<file path="config.mk">
export PLATFORM = sky130hd
export DESIGN_NAME = multiplier_arbiter
export DESIGN_NICKNAME = d
export VERILOG_FILES = /design/src/rtl/multiplier_arbiter_pkg.sv /design/src/rtl/multiplier_arbiter_rr_arbiter2.sv /design/src/rtl/multiplier_arbiter.sv
export SDC_FILE = /design/constraint.sdc
export NUM_CORES = 1
export LEC_CHECK = 0
export ABC_AREA = 1
export BUFFER_PORTS_ARGS = -buffer_cell sky130_fd_sc_hd__clkbuf_2
export CORE_AREA = 2 2 506 508
export CTS_CLUSTER_DIAMETER = 50
export DETAILED_ROUTE_END_ITERATION = 16
export DIE_AREA = 0 0 508 510
export HOLD_SLACK_MARGIN = 0.15
export PLACE_DENSITY = 0.32
export SETUP_SLACK_MARGIN = 0.2
export SYNTH_ARGS = -nofsm -noshare
export SYNTH_HDL_FRONTEND = slang
export SYNTH_SLANG_ARGS = --single-unit
</file>
<file path="constraint.sdc">
create_clock -name clk -period 25.6 [get_ports clk]
set_input_delay 5.12 -clock clk [delete_from_list [all_inputs] [get_ports clk]]
set_output_delay 5.12 -clock clk [all_outputs]
set_load 0.01 [all_outputs]
</file>
<file path="src/rtl/multiplier_arbiter_pkg.sv">
// Shared types for the two-requester front end of one multiplier.
// State encoding and owner id live here so the arbiter and top agree.
package multiplier_arbiter_pkg;

    typedef enum logic [1:0] {
        ST_IDLE,
        ST_ISSUE,
        ST_WAIT,
        ST_RESPOND
    } state_e;

    localparam int OWNER_W = 1;

    typedef logic [OWNER_W-1:0] owner_t;

    function automatic logic [1:0] owner_onehot(input owner_t id);
        owner_onehot = 2'b01 << id;
    endfunction

endpackage

</file>
<file path="src/rtl/multiplier_arbiter_rr_arbiter2.sv">
// Two-way round-robin grant: a lone requester always wins, a tie goes
// to the requester named by prio.
module rr_arbiter2
    import multiplier_arbiter_pkg::*;
(
    input  logic [1:0] req,
    input  owner_t     prio,
    output logic [1:0] grant,
    output owner_t     grant_id
);

    always_comb begin
        grant    = 2'b00;
        grant_id = '0;
        if (req == 2'b11) begin
            grant_id = prio;
            grant    = owner_onehot(prio);
        end else if (req[1]) begin
            grant_id = owner_t'(1);
            grant    = 2'b10;
        end else if (req[0]) begin
            grant_id = owner_t'(0);
            grant    = 2'b01;
        end
    end

endmodule

</file>
<file path="src/rtl/multiplier_arbiter.sv">
// Shares one external multiplier between two requesters, one transaction
// at a time, with a completion timeout and per-requester responses.
module multiplier_arbiter
    import multiplier_arbiter_pkg::*;
#(
    parameter int WIDTH   = 128,
    parameter int TIMEOUT = 2*WIDTH+8
) (
    input  logic               clk,
    input  logic               rst,
    input  logic [1:0]         req_valid,
    output logic [1:0]         req_ready,
    input  logic [WIDTH-1:0]   req0_multiplier,
    input  logic [WIDTH-1:0]   req0_multiplicand,
    input  logic [WIDTH-1:0]   req1_multiplier,
    input  logic [WIDTH-1:0]   req1_multiplicand,
    output logic [1:0]         rsp_valid,
    input  logic [1:0]         rsp_ready,
    output logic [2*WIDTH-1:0] rsp_product,
    output logic               rsp_timeout,
    output logic               mult_start,
    output logic [WIDTH-1:0]   mult_multiplier,
    output logic [WIDTH-1:0]   mult_multiplicand,
    input  logic [2*WIDTH-1:0] mult_product,
    input  logic               mult_productDone,
    output logic               busy
);

    localparam int CNT_W = $clog2(TIMEOUT+1);

    state_e             state_q, state_d;
    owner_t             owner_q, owner_d;
    owner_t             prio_q, prio_d;
    owner_t             grant_id;
    logic [1:0]         grant;
    logic [WIDTH-1:0]   op_a_q, op_a_d;
    logic [WIDTH-1:0]   op_b_q, op_b_d;
    logic [2*WIDTH-1:0] prod_q, prod_d;
    logic               timeout_q, timeout_d;
    logic               start_q, start_d;
    logic [1:0]         rsp_valid_q, rsp_valid_d;
    logic [CNT_W-1:0]   cnt_q, cnt_d;

    rr_arbiter2 u_rr (
        .req      (req_valid),
        .prio     (prio_q),
        .grant    (grant),
        .grant_id (grant_id)
    );

    // Grant is offered combinationally so a withdrawn request is never taken.
    assign req_ready         = (state_q == ST_IDLE && !rst) ? grant : 2'b00;
    assign rsp_valid         = rsp_valid_q;
    assign rsp_product       = prod_q;
    assign rsp_timeout       = timeout_q;
    assign mult_start        = start_q;
    assign mult_multiplier   = op_a_q;
    assign mult_multiplicand = op_b_q;
    assign busy              = (state_q != ST_IDLE);

    always_comb begin
        state_d     = state_q;
        owner_d     = owner_q;
        prio_d      = prio_q;
        op_a_d      = op_a_q;
        op_b_d      = op_b_q;
        prod_d      = prod_q;
        timeout_d   = timeout_q;
        start_d     = 1'b0;
        rsp_valid_d = rsp_valid_q;
        cnt_d       = cnt_q;
        case (state_q)
            ST_IDLE: begin
                if (grant != 2'b00) begin
                    owner_d = grant_id;
                    op_a_d  = grant_id[0] ? req1_multiplier
                                          : req0_multiplier;
                    op_b_d  = grant_id[0] ? req1_multiplicand
                                          : req0_multiplicand;
                    start_d = 1'b1;
                    state_d = ST_ISSUE;
                end
            end
            ST_ISSUE: begin
                cnt_d   = '0;
                state_d = ST_WAIT;
            end
            ST_WAIT: begin
                if (mult_productDone) begin
                    prod_d      = mult_product;
                    timeout_d   = 1'b0;
                    rsp_valid_d = owner_onehot(owner_q);
                    state_d     = ST_RESPOND;
                end else if (cnt_q == CNT_W'(TIMEOUT-1)) begin
                    prod_d      = '0;
                    timeout_d   = 1'b1;
                    rsp_valid_d = owner_onehot(owner_q);
                    state_d     = ST_RESPOND;
                end else begin
                    cnt_d = cnt_q + 1'b1;
                end
            end
            ST_RESPOND: begin
                if ((rsp_ready & rsp_valid_q) != 2'b00) begin
                    rsp_valid_d = 2'b00;
                    prio_d      = ~owner_q;
                    state_d     = ST_IDLE;
                end
            end
            default: state_d = ST_IDLE;
        endcase
    end

    always_ff @(posedge clk or posedge rst) begin
        if (rst) begin
            state_q     <= ST_IDLE;
            owner_q     <= '0;
            prio_q      <= '0;
            op_a_q      <= '0;
            op_b_q      <= '0;
            prod_q      <= '0;
            timeout_q   <= 1'b0;
            start_q     <= 1'b0;
            rsp_valid_q <= 2'b00;
            cnt_q       <= '0;
        end else begin
            state_q     <= state_d;
            owner_q     <= owner_d;
            prio_q      <= prio_d;
            op_a_q      <= op_a_d;
            op_b_q      <= op_b_d;
            prod_q      <= prod_d;
            timeout_q   <= timeout_d;
            start_q     <= start_d;
            rsp_valid_q <= rsp_valid_d;
            cnt_q       <= cnt_d;
        end
    end

endmodule

</file>
Word-level counts from Yosys, hierarchy flattened
Cells that the tools add are included.
Widths: inputs -> output; s select.

operators by class
  bitwise operators = 2
  add/subtract/negate cells = 1
  equal/unequal tests = 10
  shift operators = 2
  mux-type cells = 25
  reductions and logical operators = 15

operators with widths
  operator             number
  $mux 256             2
  $mux 128             2
  $mux 2               9
  $mux 9               2
  $pmux 9 s2           1
  $reduce_bool 2->1    6
  $add 9x1->9 const B  1
  $eq 9x9->1 const B   1
  $reduce_and 3->1     3
  $pmux 2 s4           1
  $mux 1               7
  $eq 2x2->1 const B   3
  $ne 2x2->1 const B   3
  $reduce_and 2->1     3
  $pmux 2 s2           1
  $shl 1x1->2 const A  2
  $ne 3x3->1 const B   1
  $and 2x2->2          1
  $eq 2x1->1 const B   1
  $logic_not 2->1      1
  $ne 2x1->1 const B   1
  $logic_and 1x1->1    1
  $logic_not 1->1      1
  $not 1->1            1

storage, ports and cells
  bits of input ports = 775
  output and inout port bits = 519
  flip-flop bits (word level) = 529
  logic and storage cells = 65

Depth between registers and ports, before layout
  depth in word-level cells = 6
  depth in mapped cells = 8
  gate-level depth less buffers = 8

By module
A second synthesis with hierarchy kept.

second synthesis, totals
  cell total of the unflattened synthesis = 2659
  area total of the unflattened synthesis = 22634.2 um^2

by module, submodules not included
  module              times used  area each (um^2)  cells each  seq. area each (um^2)
  multiplier_arbiter  1           22605.4           2653        13237.7
  rr_arbiter2         1           28.8              6           0.0

Least setup slack after synthesis
No wires, ideal clock.

  kind = input port to output port
  from = input rst
  to = output req_ready[0]
  buffers on the path = 0
  required time = 20480 ps
  data arrival time = 16974 ps
  setup slack = 3506 ps
  cell stages on the path = 3
  cell sequence = inv_1 > nand3_1 > a21oi_1

on the way
  word-level cells in the longest chain between the ends = 3

ends and longest elaborated chain
  element                    line                      source
  from (decl)                multiplier_arbiter.sv:10  input logic rst,
  $logic_not 1->1 (no line)  -
  $logic_and 1x1->1          multiplier_arbiter.sv:52  assign req_ready = (state_q == ST_IDLE && !rst) ? grant : 2'b00;
  $mux 2                     multiplier_arbiter.sv:52
  to (decl)                  multiplier_arbiter.sv:12  output logic [1:0] req_ready,

Every way passes these cells.

Worst setup path after layout
Same ends and word-level chain as after synthesis.

==> flow_summary.ini <==
[worst_hold_path]
min_from = rsp_product[32]$_DFFE_PP0P_
hold_class = reg2reg
min_to = rsp_product[32]$_DFFE_PP0P_
holdPathStages = 2

[synthesis]
synth_fa_ha_area_share_pct = 0.278
avgSynthCellArea_um2 = 8.48
ys_types = 21
ys_ff_latch = 529
synth_top_family_by_area = simple AND/OR/NAND/NOR gates
ys.warnings.count = 0
yosys.area_share.simple_pct = 24.5
postSynthCellCount = 2655
synth_compound_area_share_pct = 11.7
netlist_area_um2 = 22500
syn-num-nets = 3435
muxShareOfSynthArea_pct = 0
ys_seq_area_share_pct = 58.8
synth-xor-area-share_pct = 0.0389

[critical_path]
path_class = in2out
cp_slowest_cell = inv_8
path_cells = clkbuf_2, inv_8, nand3_1, a21oi_1, clkbuf_2
start_kind = input pin
worstPathArrival_ps = 6620
crit_required_ps = 20480
r2r-start = state_q[0]$_DFFE_PP0P_
critPathMaxFanout = 71
ff2ff_setup_slack_ps = 21490
reg2regPathDepth = 10
cp-end-kind = output port
cpPeakStageDelay_ps = 540
critical_path.most_common_cell = clkbuf_2
reg2reg_to = mult_multiplier[118]$_DFFE_PP0P_
critPathTopFamily = buffers and inverters
crit_buf_inv = 3

[clocking]
post_cts_resized = 0
cts_inserted_buffers = 107
cts.sinks = 529
cts_hold_buf = 0
clock_path_buffers = 3
cts_tree = yes
cts_root_buffer = clkbuf_16
clk_pin_slew_ps = 50
worstSkewPairLatency_ps = 780
cts_htree_levels = 3
post_cts_buffers = 0

[detailed_routing]
drt_pre_antenna_iters = 5
routed_wl_um = 165000
vias_per_cell = 3.35
drt_iter0_drc = 1081
antenna_left = 0
drc = 0
num_vias = 24715
detail_route.wl_per_cell_um = 22.4

[layout]
fin_area_um2 = 36600
utilization_pct = 14.4
nets = 4670
layout.cells.non_filler = 7368
synthToLayoutAreaGrowth_pct = 62.3
drive_gt1_share_pct = 38.2

[place]
gp_congestion = 0.840
place_area_um2 = 32600
dp_hpwl_um = 131000
dp_cells = 7147
portBuffers = 1293

[timing]
slew_viol_final = 0
rsz0062_at_grt = false
max_freq_mhz = 85.2
min_period_ps = 11740
fin_worst_skew_ps = 86.5
relSlewSlack_pct = 1.83
finalCritPeriodShare_pct = 45.8
hold_slack_ps = 495
hold_viol_final = 0
worst_pin_slew_ps = 1470
tns_ps = 0
setup_violations = 0

[grt]
grt_pass1_wl_um = 220000
grtUsageTotal_pct = 12.2
antenna_found_initial = 77
grt_max_degree = 161
grt_pass1_vias = 25419
overflow = 0

[floorplanning]
core_um2 = 253000
fp-row-count = 185
io_pins = 1294
die_y_um = 510
die_w_um = 508
die_area_um2 = 259000
initial_core_util_pct = 8.89

[pwr]
powerDensity_nw_per_um2 = 132
leakage_nw = 18.0
ir_worst_vdd_mv = 0.0565

[outcome]
status = finished, final reports clean

[run]
drv_cap = 0
-- metal layers --
layer,wire length (µm),up-vias,global-route usage [%]
li1,-,11226,-
met1,63000,11986,13.4
met2,79900,1190,20.7
met3,17000,279,5.48
met4,5120,34,4.04
met5,217,-,0
-- cell usage in the layout (no fill, tap or decap), types with 4 or more instances in the layout --
master	n
inv_6	8
clkinv_4	15
clkinv_16	7
clkbuf_8	19
clkinvlp_4	9
buf_4	27
o21ai_0	4
inv_1	20
nand2_1	823
clkbuf_2	1293
nand3_1	277
clkbuf_1	10
clkbuf_16	107
nor2_1	271
dfrtp_1	529
a21oi_1	515
bufinv_16	15
inv_8	4
diode_2	22
ha_1	5
clkinv_2	9
-- power by group --
group          switching (mW)  internal (mW)
logic                    1.20          0.589
registers               0.258           1.24
clock network           0.561          0.983
-- how the worst max path moves through the flow --
| stage | startpoint | endpoint | slack [ps] | cells after the start |
|---|---|---|---|---|
| after detailed placement | rst | req_ready[0] | 13660 | 5 |
| after global placement | rst | req_ready[0] | 13670 | 5 |
| after floorplan | rst | req_ready[0] | 3510 | 3 |
| after CTS | rst | req_ready[0] | 13680 | 5 |
| after global routing | rst | req_ready[0] | 13660 | 5 |
| final | rst | req_ready[0] | 13860 | 5 |
-- cell usage after synthesis --
library cell  instances  share of area (%)
or2_2                 1              0.028
nand2_1             825                 14
ha_1                  5               0.28
o21ai_0               4              0.089
clkbuf_1             54               0.90
o21ai_4               1              0.072
a31oi_1               1              0.028
o21ai_2               1              0.039
nor2_1              271                4.5
a21oi_1             515                 11
nor3_1                1              0.022
dfrtp_1             529                 59
inv_2                 2              0.033
clkinv_1              1              0.017
nand4_1               2              0.056
inv_1                21               0.35
xor2_1                1              0.039
buf_1                 6               0.10
nand3_1             277                6.2
buf_4                25               0.83
buf_2               112                2.5
-- stage by stage --
step | power [mW] | setup WS, ps
floorplan | 2.34 | 3510
global placement | 3.35 | 13670
detailed placement | 3.36 | 13660
CTS | 4.96 | 13680
global route | 5.17 | 13660
finish | 4.83 | 13860
-- area by class of cell --
| type | count | area [µm²] |
|---|---|---|
| sequential | 529 | 13200 |
| clock inverter | 63 | 975 |
| fill | 29369 | 217000 |
| inverter | 24 | 120 |
| timing repair buffer | 1323 | 6730 |
| tap | 3366 | 4210 |
| multi-input combinational | 1905 | 8250 |
| clock buffer | 136 | 2980 |
| antenna | 22 | 55.1 |
-- sequential cells by signal, indices dropped and copies added (netlist names), 2 cells and up --
register	flops
state_q	2
cnt_q	9
rsp_product	256
mult_multiplier	128
mult_multiplicand	128
rsp_valid	2
-- worst register-to-register path, stage by stage, from the launching register on --
cell and delay, ps:
dfrtp_1 390, inv_1 90, ha_1 200, buf_4 180, o21ai_4 120, buf_4 650
buf_4 640, buf_4 580, buf_4 800, a21oi_1 210, a21oi_1 190
-- logic make-up after synthesis --
group,count (synthesis)
adder cells (fa/ha/maj),5
XOR/XNOR,1
flip-flops,529
buffers and inverters,221
AO/OA/AOI/OAI,522
AND/OR/NAND/NOR,1377
Note: power is estimated with default switching activity, not from simulation.
